<file path="src/rtl/vid_line_reader_pkg.sv">
// Shared definitions for the video line reader: FSM states, FIFO word
// field layout and the raster constants shared with the timing generator.
package vid_pkg;

  typedef enum logic [1:0] {
    WAIT_FRAME = 2'd0,
    RUN        = 2'd1,
    FLUSH      = 2'd2
  } state_e;

  // FIFO word layout: {line_tag[10:0], rgb[23:0]}
  localparam int TAG_LSB = 24;
  localparam int TAG_W   = 11;

  localparam int H_ACTIVE_DEF = 1280;
  localparam int V_START_DEF  = 25;
  localparam int V_ACTIVE_DEF = 720;

endpackage

</file>
<file path="src/rtl/vid_line_reader_sat_cnt16.sv">
// 16-bit event counter that sticks at all-ones instead of wrapping.
module sat_cnt16 (
  input  logic        clk,
  input  logic        rst_n,
  input  logic        en,
  output logic [15:0] cnt
);

  logic [15:0] cnt_q;
  logic [15:0] cnt_d;

  always_comb begin
    cnt_d = cnt_q;
    if (en && (cnt_q != 16'hFFFF)) begin
      cnt_d = cnt_q + 16'd1;
    end
  end

  always_ff @(posedge clk or negedge rst_n) begin
    if (!rst_n) begin
      cnt_q <= 16'd0;
    end else begin
      cnt_q <= cnt_d;
    end
  end

  assign cnt = cnt_q;

endmodule

</file>
<file path="src/rtl/vid_line_reader.sv">
// Aligns tagged FWFT line-FIFO words to the raster, drops stale/garbage words,
// fills on underrun and drives registered, delay-matched video to the encoder.
module vid_line_reader
  import vid_pkg::*;
#(
  parameter int                 H_ACTIVE = H_ACTIVE_DEF,
  parameter int                 V_START  = V_START_DEF,
  parameter int                 V_ACTIVE = V_ACTIVE_DEF,
  parameter int                 RGB_W    = 24,
  parameter logic [RGB_W-1:0]   FILL_RGB = '0
) (
  input  logic                      clk74m,
  input  logic                      rst_n,
  input  logic [10:0]               hcount,
  input  logic [10:0]               vcount,
  input  logic                      hblnk,
  input  logic                      vblnk,
  input  logic                      hsync,
  input  logic                      vsync,
  input  logic                      resync,
  input  logic                      fifo_empty,
  input  logic [TAG_LSB+TAG_W-1:0]  fifo_dout,
  output logic                      fifo_rd_en,
  output logic                      vid_de,
  output logic                      vid_hsync,
  output logic                      vid_vsync,
  output logic [RGB_W-1:0]          vid_rgb,
  output logic                      underrun,
  output logic [15:0]               underrun_cnt,
  output logic [15:0]               drop_cnt
);

  localparam logic [10:0] H_ACTIVE_L = 11'(H_ACTIVE);
  localparam logic [10:0] V_START_L  = 11'(V_START);
  localparam logic [10:0] V_END_L    = 11'(V_START + V_ACTIVE);
  localparam logic [10:0] V_ACTIVE_L = 11'(V_ACTIVE);

  state_e state_q, state_d;

  logic             active;
  logic             vact;
  logic [10:0]      line_idx;
  logic [10:0]      tag;
  logic [RGB_W-1:0] fifo_rgb;
  logic             garbage;
  logic             pop_pix;
  logic             pop_drop;

  logic             de_q, de_d;
  logic             hs_q, hs_d;
  logic             vs_q, vs_d;
  logic [RGB_W-1:0] rgb_q, rgb_d;
  logic             ur_q, ur_d;

  // The hcount bound only matters if a generator's hblnk is narrower than the line.
  assign active   = !hblnk && !vblnk && (hcount < H_ACTIVE_L);
  assign vact     = (vcount >= V_START_L) && (vcount < V_END_L);
  assign line_idx = vcount - V_START_L;
  assign tag      = fifo_dout[TAG_LSB +: TAG_W];
  assign fifo_rgb = fifo_dout[RGB_W-1:0];
  assign garbage  = (tag >= V_ACTIVE_L);

  always_comb begin
    state_d  = state_q;
    pop_pix  = 1'b0;
    pop_drop = 1'b0;
    case (state_q)
      WAIT_FRAME: begin
        pop_drop = !fifo_empty && garbage;
        if ((vcount == 11'd0) && (hcount == 11'd0)) begin
          state_d = RUN;
        end
      end
      RUN: begin
        pop_pix  = active && !fifo_empty && (tag == line_idx);
        // Outside vact only garbage goes; the next frame's line 0 must survive the bottom blank.
        pop_drop = !fifo_empty && !pop_pix &&
                   (garbage || (vact && (tag < line_idx)));
      end
      FLUSH: begin
        pop_drop = !fifo_empty;
        if (fifo_empty) begin
          state_d = WAIT_FRAME;
        end
      end
      default: begin
        state_d = WAIT_FRAME;
      end
    endcase
    if (resync) begin
      state_d = FLUSH;
    end
  end

  assign fifo_rd_en = pop_pix || pop_drop;

  always_comb begin
    de_d  = active;
    hs_d  = hsync;
    vs_d  = vsync;
    rgb_d = pop_pix ? fifo_rgb : FILL_RGB;
    ur_d  = (state_q == RUN) && active && !pop_pix;
  end

  always_ff @(posedge clk74m or negedge rst_n) begin
    if (!rst_n) begin
      state_q <= WAIT_FRAME;
      de_q    <= 1'b0;
      hs_q    <= 1'b0;
      vs_q    <= 1'b0;
      rgb_q   <= FILL_RGB;
      ur_q    <= 1'b0;
    end else begin
      state_q <= state_d;
      de_q    <= de_d;
      hs_q    <= hs_d;
      vs_q    <= vs_d;
      rgb_q   <= rgb_d;
      ur_q    <= ur_d;
    end
  end

  assign vid_de    = de_q;
  assign vid_hsync = hs_q;
  assign vid_vsync = vs_q;
  assign vid_rgb   = rgb_q;
  assign underrun  = ur_q;

  sat_cnt16 u_underrun_cnt (
    .clk   (clk74m),
    .rst_n (rst_n),
    .en    (ur_d),
    .cnt   (underrun_cnt)
  );

  sat_cnt16 u_drop_cnt (
    .clk   (clk74m),
    .rst_n (rst_n),
    .en    (pop_drop),
    .cnt   (drop_cnt)
  );

endmodule
</file>
<file path="config.mk">
export PLATFORM = sky130hd
export DESIGN_NAME = vid_line_reader
export DESIGN_NICKNAME = d
export VERILOG_FILES = /design/src/rtl/vid_line_reader_pkg.sv /design/src/rtl/vid_line_reader_sat_cnt16.sv /design/src/rtl/vid_line_reader.sv
export SDC_FILE = /design/constraint.sdc
export NUM_CORES = 1
export LEC_CHECK = 0
export ABC_AREA = 1
export BUFFER_PORTS_ARGS = -buffer_cell sky130_fd_sc_hd__buf_2
export CORE_MARGIN = 1
export CORE_UTILIZATION = 50
export DETAILED_ROUTE_END_ITERATION = 16
export PLACE_DENSITY_LB_ADDON = 0.12
export SETUP_SLACK_MARGIN = 0.2
export SYNTH_ARGS = -nofsm -noshare
export SYNTH_HDL_FRONTEND = slang
export SYNTH_SLANG_ARGS = --single-unit
export TNS_END_PERCENT = 50
</file>
<file path="constraint.sdc">
create_clock -name clk74m -period 3.2 [get_ports clk74m]
set_input_delay 0.48 -clock clk74m [delete_from_list [all_inputs] [get_ports clk74m]]
set_output_delay 0.48 -clock clk74m [all_outputs]
set_load 0.02 [all_outputs]
</file>
==> flow_metrics.env, run 1 <==
export IMPL_ys_ff_latch=62
export IMPL_clkPwrFrac_pct=40.8
export IMPL_p_total_w=0.00206
export IMPL_intPower_w=0.00149
export IMPL_ios=126
export IMPL_p_per_area_mw_per_mm2=420
export IMPL_syn_inst=450
export IMPL_cap_violations=0
export IMPL_min_path_type="input pin to register"
export IMPL_syn_area_per_cell_um2=7.73
export IMPL_vias=3409
export IMPL_yosys_area_share_simple_pct=31.8
export IMPL_drc_errors=0
export IMPL_finalSetupTns_ps=0
export IMPL_preCtsSetupSlack_ps=-48.7
export IMPL_core_mm2=0.00676
export IMPL_hold_viol_final=0
export IMPL_htreeDepth=3
export IMPL_n_antenna_cell=0
export IMPL_antenna_found_initial=0
export IMPL_end_kind="output port"
export IMPL_crit_path_max_fanout=3
export IMPL_grt_pass1_vias=3052
export IMPL_antenna_left=0
export IMPL_swShare_pct=27.9
export IMPL_cts_buffer_depth=2
export IMPL_synth_adder_area_share_pct=5.40
export IMPL_post_drt_wl_per_cell_um=12.3
export IMPL_setup_viol=0
export IMPL_synth_compound_area_share_pct=2.30
export IMPL_critPathMaxStageDelay_ps=280
export IMPL_dp_hpwl_mm=5.80
export IMPL_dieArea_mm2=0.00729
export IMPL_rsz0062_at_grt="true"
export IMPL_place_gp_congestion=0.913
export IMPL_cts_buffers=9
export IMPL_p_comb_share_pct=17.8
export IMPL_p_leak_nw=2.79
export IMPL_grt_max_degree=63
export IMPL_relSlewSlack_pct=49.3
export IMPL_finalNonFillerCells=691
export IMPL_cp_slowest_cell="ha_4"
export IMPL_dieWidth_um=85.4
export IMPL_synthDistinctLibCells=29
export IMPL_start_util_pct=51.5
export IMPL_path_class="input pin to output port"
export IMPL_viasPerCell=4.93
export IMPL_worstPathCellList="buf_8 -> inv_6 -> ha_4 -> nand2_2 -> inv_2 -> nor2_4 -> inv_2 -> nand2_4 -> nor3_4 -> xor2_1 -> inv_1 -> ha_4 -> nand2_4 -> nor2_4 -> nand3_2 -> nor2_2 -> nor3_2 -> nand2_2 -> nand3_2 -> buf_6"
export IMPL_die_y_um=85.4
export IMPL_clock_sinks=62
export IMPL_synth_mux_area_fraction_pct=0
export IMPL_synth_top_family_by_area="simple AND/OR/NAND/NOR gates"
export IMPL_synth_warnings=0
export IMPL_skew_ps=8.60
export IMPL_clock_fmax_ghz=0.326
export IMPL_rows=30
export IMPL_cts_hold_buf=0
export IMPL_final_common_cell="buf_2"
export IMPL_grt_pass1_wl_mm=13.3
export IMPL_mostFrequentLayoutCells="121 x buf_2, 105 x nand2_1, 64 x inv_1, 62 x dfrtp_1, 61 x nor2_1"
export IMPL_syn2layout_area_growth_pct=41.2
export IMPL_drt_iter0_markers=124
export IMPL_layout_min_cycle_time_ps=3070
export IMPL_dp_cells=657
export IMPL_netlist_area_mm2=0.00348
export IMPL_slew_viol_final=0
export IMPL_layout_drive_gt1_share_pct=35.4
export IMPL_synth_nets=530
export IMPL_root_buffer="clkbuf_8"
export IMPL_netSwitchingPower_w=0.000575
export IMPL_critPathArrivalTime_ps=2590
export IMPL_worst_slack_ps=135
export IMPL_portBuffers=125
export IMPL_power_frac_seq_pct=41.4
export IMPL_min_period_over_period_pct=95.8
export IMPL_nets=686
export IMPL_cts_tree="yes"
export IMPL_drt_first_pass_iters=5
export IMPL_seq_area_frac_synth_pct=44.6
export IMPL_clk_insertion_delay_late_ps=340
export IMPL_grt_usage_pct=23.2
export IMPL_required_ps=2720
export IMPL_synth_xor_area_share_pct=7.05
export IMPL_gr_total_overflow=0
export IMPL_ir_drop_uv=268
export IMPL_tightestPinTransition_ps=761
export IMPL_clk_pin_slew_ps=70
export IMPL_startpoint_type="input pin"
export IMPL_wl_mm=8.48
export IMPL_status="complete, no violations"
## kinds of logic after synthesis
family / after synthesis
AO/OA/AOI/OAI: 14
flip-flops: 62
AND/OR/NAND/NOR: 255
buffers and inverters: 76
adder cells (fa/ha/maj): 15
XOR/XNOR: 28
## critical path: cells and delay by family
family / cells / cell delay, ps
buffers and inverters: 6 / 530
and+or+nand+nor: 11 / 990
xor gates and xnor gates: 1 / 160
adders and majority gates: 2 / 410
## final timing paths
kind	slack [ps]	cells past startpoint	startpoint	end
setup / recovery	130	20	vcount[1]	fifo_rd_en
hold / removal	250	1	hsync	vid_hsync
setup reg to reg	970	11	u_drop_cnt.cnt[0]	u_drop_cnt.cnt[13]
hold reg to reg	500	1	state_q[1]	state_q[0]
max in group asynchronous	2400	2	rst_n	vid_rgb[23]
min in group asynchronous	290	2	rst_n	u_drop_cnt.cnt[9]
## registers in the layout, indices dropped and copies added (netlist names)
name	flops
vid_rgb	24
u_drop_cnt.cnt	16
u_underrun_cnt.cnt	16
state_q	2
underrun	1
vid_de	1
vid_hsync	1
vid_vsync	1
## per-layer routing
layer,part of all wire (%),GRT usage [%]
met1,42,28.0
met5,0,0
met2,50,39.4
met3,6.2,7.00
met4,1.8,8.03
## through the flow
step / hold slack [ps] / instance area, um^2 / utilization (%)
floorplan: 184 / 3480 / -
global placement: 466 / 4230 / 62.6
detailed placement: 487 / 4230 / 62.6
CTS: 230 / 4650 / 68.8
global route: 231 / 4910 / 72.7
finish: 250 / 4910 / 72.7
## Yosys cell counts, drive strengths merged
master | number | area [um^2]
ha | 15 | 188
a21oi | 5 | 25.0
o21ai | 5 | 25.0
dfrtp | 62 | 1550
clkbuf | 2 | 7.51
xor2 | 15 | 131
nor4 | 5 | 31.3
nor2 | 68 | 260
nand3 | 29 | 145
buf | 4 | 35.0
o211ai | 1 | 7.51
nand2 | 123 | 492
nand3b | 2 | 15.0
a21o | 2 | 15.0
a211oi | 1 | 7.51
or2 | 2 | 12.5
nand4 | 9 | 56.3
inv | 70 | 263
xnor2 | 13 | 114
nor3 | 17 | 95.1
## cell type report
| cell class | count | area (um^2) |
|---|---|---|
| clock buffer | 9 | 124 |
| clock inverter | 7 | 120 |
| fill | 543 | 1850 |
| inverter | 70 | 273 |
| multi-input combinational | 313 | 1840 |
| sequential | 62 | 1550 |
| tap | 80 | 100 |
| timing repair buffer | 150 | 907 |
## power groups by stage
stage	sequential, W	clock (W)	combinational (W)
after CTS	0.000851	0.000861	0.000324
final	0.000853	0.000840	0.000367
after global routing	0.000858	0.000891	0.000414
after floorplan	0.000899	0	0.000143
after detailed placement	0.000866	0	0.000307
after global placement	0.000864	0	0.000302
## repair_timing
action | in CTS | in global routing
cloned | 0 | 2
setup endpoints to repair | 1 | 32
gates resized for setup | 18 | 48
pin swaps | 6 | 26
endpoints found under the hold margin | 0 | 0
buffers inserted | 12 | 4
No activity file was read; power rests on OpenSTA's default activity.
==> run 2, diff against run 1 <==
PLACE_DENSITY = 0.82   (was default)
PLACE_DENSITY_LB_ADDON = default   (was 0.12)
==> run 2 against run 1 <==
  * Via count decreased by 1.4%
  * First-iteration DRC count increased by 7.3%
  * Power decreased by 6.2%
  * Critical path depth increased by 2
  * Final area decreased by 4.2%
  * Clock skew decreased by 2.5 ps
==> flow_metrics.env, run 2 (synthesis gave the netlist of run 1 again) <==
export IMPL_start_util_pct=51.5
export IMPL_cap_violations=0
export IMPL_cts_buffers=9
export IMPL_startpoint_type="input pin"
export IMPL_worstPathCellList="buf_8 -> inv_4 -> ha_4 -> nand2_2 -> inv_2 -> nor2_4 -> inv_2 -> nand2_4 -> nor3_4 -> xor2_1 -> inv_1 -> ha_4 -> nand2_4 -> nor2_4 -> nand2_1 -> nor2_1 -> nor2_1 -> nand2_1 -> nand2_1 -> nand2_2 -> nand3_2 -> buf_6"
export IMPL_hold_viol_final=0
export IMPL_dieArea_mm2=0.00729
export IMPL_antenna_found_initial=0
export IMPL_met1_usage_pct=27.8
export IMPL_nets=682
export IMPL_path_class="input pin to output port"
export IMPL_largest_reg_flops=24
export IMPL_cts_buffer_depth=2
export IMPL_relSlewSlack_pct=61.2
export IMPL_min_period_over_period_pct=93.9
export IMPL_skew_ps=6.09
export IMPL_grt_util_met3_pct=6.52
export IMPL_dieWidth_um=85.4
export IMPL_clock_sinks=62
export IMPL_p_per_area_mw_per_mm2=411
export IMPL_crit_path_max_fanout=3
export IMPL_dp_hpwl_mm=6.02
export IMPL_clk_pin_slew_ps=70
export IMPL_critPathMaxStageDelay_ps=280
export IMPL_path_common_cell="nand2_1"
export IMPL_ir_drop_uv=303
export IMPL_final_common_cell="buf_2"
export IMPL_vias=3360
export IMPL_met2_usage_pct=40.2
export IMPL_drt_iter0_markers=133
export IMPL_min_path_type="input pin to asynchronous set/reset pin"
export IMPL_hold_worst_slack_ps=41.9
export IMPL_portBuffers=125
export IMPL_slew_viol_final=0
export IMPL_preCtsSetupSlack_ps=-33.1
export IMPL_clock_fmax_ghz=0.333
export IMPL_cp_slowest_cell="ha_4"
export IMPL_n_antenna_cell=0
export IMPL_critPathArrivalTime_ps=2530
export IMPL_wl_mm=8.42
export IMPL_layout_min_cycle_time_ps=3010
export IMPL_drc_errors=0
export IMPL_cts_tree="yes"
export IMPL_viasPerCell=4.89
export IMPL_ios=126
export IMPL_layout_drive_gt1_share_pct=32.9
export IMPL_required_ps=2720
export IMPL_core_mm2=0.00676
export IMPL_rsz0062_at_grt="true"
export IMPL_grt_pass1_vias=3130
export IMPL_grt_pass1_wl_mm=13.5
export IMPL_gr_total_overflow=0
export IMPL_root_buffer="clkbuf_8"
export IMPL_tightestPinTransition_ps=582
export IMPL_finalSetupTns_ps=0
export IMPL_setup_viol=0
export IMPL_place_gp_congestion=0.900
export IMPL_mostFrequentLayoutCells="122 x buf_2, 110 x nand2_1, 64 x inv_1, 62 x dfrtp_1, 61 x nor2_1"
export IMPL_post_drt_wl_per_cell_um=12.2
export IMPL_busiest_layer="met2"
export IMPL_grt_max_degree=48
export IMPL_grt_usage_pct=23.2
export IMPL_htreeDepth=3
export IMPL_syn2layout_area_growth_pct=35.3
export IMPL_cpLargestDelayFamily="simple AND/OR/NAND/NOR gates"
export IMPL_die_y_um=85.4
export IMPL_worst_slack_ps=194
export IMPL_cp_num_buf_inv=6
export IMPL_antenna_left=0
export IMPL_end_kind="output port"
export IMPL_p_leak_nw=2.70
export IMPL_r2r_slack_ps=1020
export IMPL_status="complete, no violations"
export IMPL_drt_first_pass_iters=5
export IMPL_clk_insertion_delay_late_ps=330
export IMPL_rows=30
export IMPL_cts_hold_buf=0
[run 2: changes by cell type in the layout (fill, tap and decap cells not counted), sizes merged]
cell,delta
buf,-2
bufinv,-1
clkbuf,-1
clkinvlp,+2
inv,-1
nand2,-1
[run 2: worst paths after layout]
kind,startpoint,end,depth (start not counted)
worst max register to register,u_drop_cnt.cnt[0],u_drop_cnt.cnt[13],10
worst max-delay path,vcount[0],fifo_rd_en,22
max in group asynchronous,rst_n,underrun,2
worst min register to register,state_q[1],state_q[0],1
worst min-delay path,rst_n,u_drop_cnt.cnt[11],1
min in group clk74m,hsync,vid_hsync,1
[run 2: worst register-to-register path: stages, from the launching register on]
cell and delay [ps]:
dfrtp_1 420, ha_1 210, nand2_1 110, nor3_2 270
nand2_1 120, nor2_1 160, nand2_1 330, nand4_1 230
nor2_1 90, nand3_1 80, nand2_1 50
[run 2: layout make-up]
cell class | instances | area (um^2)
sequential | 62 | 1550
fill | 573 | 2050
inverter | 70 | 268
timing repair buffer | 147 | 817
clock inverter | 7 | 96.3
multi-input combinational | 312 | 1750
clock buffer | 9 | 124
tap | 80 | 100
[run 2: per-layer routing]
| layer | wire (um) | share of wire [%] | vias to the layer above |
|---|---|---|---|
| met5 | 0 | 0 | - |
| met4 | 114 | 1.4 | 0 |
| met3 | 470 | 5.6 | 14 |
| li1 | - | - | 1707 |
| met1 | 3400 | 40 | 1527 |
| met2 | 4430 | 53 | 112 |
[run 2: power by group]
part           total, W  internal, W  switching, W
Sequential     0.000854     0.000815     0.0000388
Combinational  0.000336     0.000133      0.000203
Clock          0.000742     0.000439      0.000304
[run 2: through the flow]
step / utilization (%) / power, W / area, um^2 / instances
2_1_floorplan: - / 0.00104 / 3480 / 450
3_3_place_gp: 62.5 / 0.00116 / 4220 / 657
3_5_place_dp: 62.5 / 0.00117 / 4220 / 657
4_1_cts: 68.1 / 0.00194 / 4600 / 684
5_1_grt: 69.6 / 0.00203 / 4700 / 687
6_report: 69.6 / 0.00193 / 4700 / 687
[run 2: repair_timing]
item	CTS	global route
setup endpoints to repair	1	32
resized for setup	20	20
pin swaps	8	14
buffers inserted	11	3
==> run 3, diff against run 2 <==
RECOVER_POWER = 25   (was default)
==> run 3 against run 2 <==
  * Worst hold slack gained 170 ps
  * Critical path type unchanged
  * Via count about the same
  * First-iteration DRC count is 7.5% higher
  * Critical endpoint unchanged
  * Non-clock buffer count did not move
  * Register-to-register slack got worse by 20 ps
  * Fmax fell by 0.14%
  * Global-route usage is the same
  * Cell count is the same
  * Setup slack got worse by 4.2 ps
  * Die area unchanged
  * Wire length hardly changed
==> flow_metrics.env, run 3 (synthesis gave the netlist of run 1 again) <==
export IMPL_p_per_area_mw_per_mm2=411
export IMPL_met1_usage_pct=27.8
export IMPL_wl_mm=8.42
export IMPL_slew_viol_final=0
export IMPL_place_gp_congestion=0.900
export IMPL_ir_drop_uv=303
export IMPL_antenna_found_initial=0
export IMPL_critPathArrivalTime_ps=2530
export IMPL_htreeDepth=3
export IMPL_mostFrequentLayoutCells="121 x buf_2, 110 x nand2_1, 64 x inv_1, 62 x dfrtp_1, 61 x nor2_1"
export IMPL_drc_errors=0
export IMPL_crit_path_start="vcount[0]"
export IMPL_cts_buffers=9
export IMPL_grt_usage_pct=23.2
export IMPL_grt_util_met3_pct=6.52
export IMPL_start_util_pct=51.5
export IMPL_worstPathCellList="buf_8 -> inv_4 -> ha_4 -> nand2_2 -> inv_2 -> nor2_4 -> inv_2 -> nand2_4 -> nor3_4 -> xor2_1 -> inv_1 -> ha_4 -> nand2_4 -> nor2_4 -> nand3_2 -> nor2_2 -> nor3_2 -> nand2_2 -> nand3_2 -> buf_6"
export IMPL_vias=3361
export IMPL_rows=30
export IMPL_tightestPinTransition_ps=1120
export IMPL_clk_insertion_delay_late_ps=330
export IMPL_viasPerCell=4.89
export IMPL_cts_hold_buf=0
export IMPL_ios=126
export IMPL_rr_startpoint="u_drop_cnt.cnt[0]"
export IMPL_dieArea_mm2=0.00729
export IMPL_status="complete, no violations"
export IMPL_dp_hpwl_mm=6.02
export IMPL_final_common_cell="buf_2"
export IMPL_drt_iter0_markers=143
export IMPL_cts_tree="yes"
export IMPL_skew_ps=5.93
export IMPL_clock_sinks=62
export IMPL_grt_pass1_vias=3130
export IMPL_busiest_layer="met2"
export IMPL_required_ps=2720
export IMPL_hold_viol_final=0
export IMPL_drt_first_pass_iters=4
export IMPL_clk_pin_slew_ps=70
export IMPL_final_core_util_pct=69.6
export IMPL_largest_reg_flops=24
export IMPL_path_class="input pin to output port"
export IMPL_setup_viol=0
export IMPL_dieWidth_um=85.4
export IMPL_p_total_w=0.00193
export IMPL_crit_path_max_fanout=3
export IMPL_p_leak_nw=2.70
export IMPL_layout_min_cycle_time_ps=3010
export IMPL_syn2layout_area_growth_pct=35.2
export IMPL_core_mm2=0.00676
export IMPL_die_y_um=85.4
export IMPL_grt_max_degree=48
export IMPL_nets=682
export IMPL_root_buffer="clkbuf_8"
export IMPL_portBuffers=125
export IMPL_end_kind="output port"
export IMPL_grt_pass1_wl_mm=13.5
export IMPL_num_fill_cells=574
export IMPL_rsz0062_at_grt="true"
export IMPL_gr_total_overflow=0
export IMPL_clock_fmax_ghz=0.332
export IMPL_cp_slowest_cell="ha_4"
export IMPL_met2_usage_pct=40.2
export IMPL_layout_drive_gt1_share_pct=32.8
export IMPL_cap_violations=0
export IMPL_antenna_left=0
export IMPL_relSlewSlack_pct=25.6
export IMPL_post_drt_wl_per_cell_um=12.3
export IMPL_startpoint_type="input pin"
export IMPL_min_period_over_period_pct=94.1
export IMPL_n_antenna_cell=0
export IMPL_min_path_type="input pin to asynchronous set/reset pin"
export IMPL_critPathMaxStageDelay_ps=280
export IMPL_cts_buffer_depth=2
==> run 3: changes by cell type in the layout (fill, tap and decap cells not counted), sizes merged <==
| cell | before | now |
|---|---|---|
| buf | 147 | 145 |
| clkbuf | 9 | 11 |
==> run 3: worst max-delay path, delay by kind of cell <==
kind                     cells  cell delay (ps)
buffers and inverters        6              530
adder cells (fa/ha/maj)      2              410
XOR/XNOR                     1              150
AND/OR/NAND/NOR             11              940
==> run 3: per-layer routing <==
metal,share of wire (%),up-vias
li1,-,1708
met5,0,-
met2,53,115
met1,40,1522
met3,5.6,16
met4,1.4,0
==> run 3: cell type report <==
cell class | instances | area, um^2 | share of cell area (%)
Clock buffer | 9 | 124 | 2.64
Sequential cell | 62 | 1550 | 33.0
Inverter | 70 | 268 | 5.70
Tap cell | 80 | 100 | 2.13
Timing Repair Buffer | 147 | 813 | 17.3
Multi-Input combinational cell | 312 | 1750 | 37.2
Clock inverter | 7 | 96.3 | 2.05
==> run 3: what timing repair did <==
action                                  in CTS  in global routing
buffers inserted                            11                  3
endpoints found under the setup margin       1                 32
pin swaps                                    8                 14
gates resized for setup                     20                 20
==> run 3: path summary, 6_finish.rpt <==
path | to | slack (ps) | depth (start not counted)
max | fifo_rd_en | 190 | 20
min | u_drop_cnt.cnt[9] | 210 | 1
max reg2reg | u_drop_cnt.cnt[13] | 1000 | 10
min reg2reg | state_q[0] | 510 | 1
max in group asynchronous | underrun | 1410 | 2
min in group clk74m | vid_hsync | 260 | 1
==> run 3: where the power goes <==
part,switching [W],internal [W]
sequential,0.0000382,0.000815
clock,0.000305,0.000439
combinational,0.000203,0.000133
==> run 3: stage by stage <==
| step | setup WS, ps | TNS, ps | hold slack (ps) | cell area [um^2] | cells |
|---|---|---|---|---|---|
| CTS | 203 | 0 | 46.9 | 4600 | 684 |
| global route | 17.0 | 0 | 235 | 4700 | 687 |
| global placement | 64.0 | 0 | 406 | 4220 | 657 |
| floorplan | 251 | 0 | 184 | 3480 | 450 |
| finish | 190 | 0 | 214 | 4700 | 687 |
| detailed placement | -33.1 | -33.1 | 411 | 4220 | 657 |
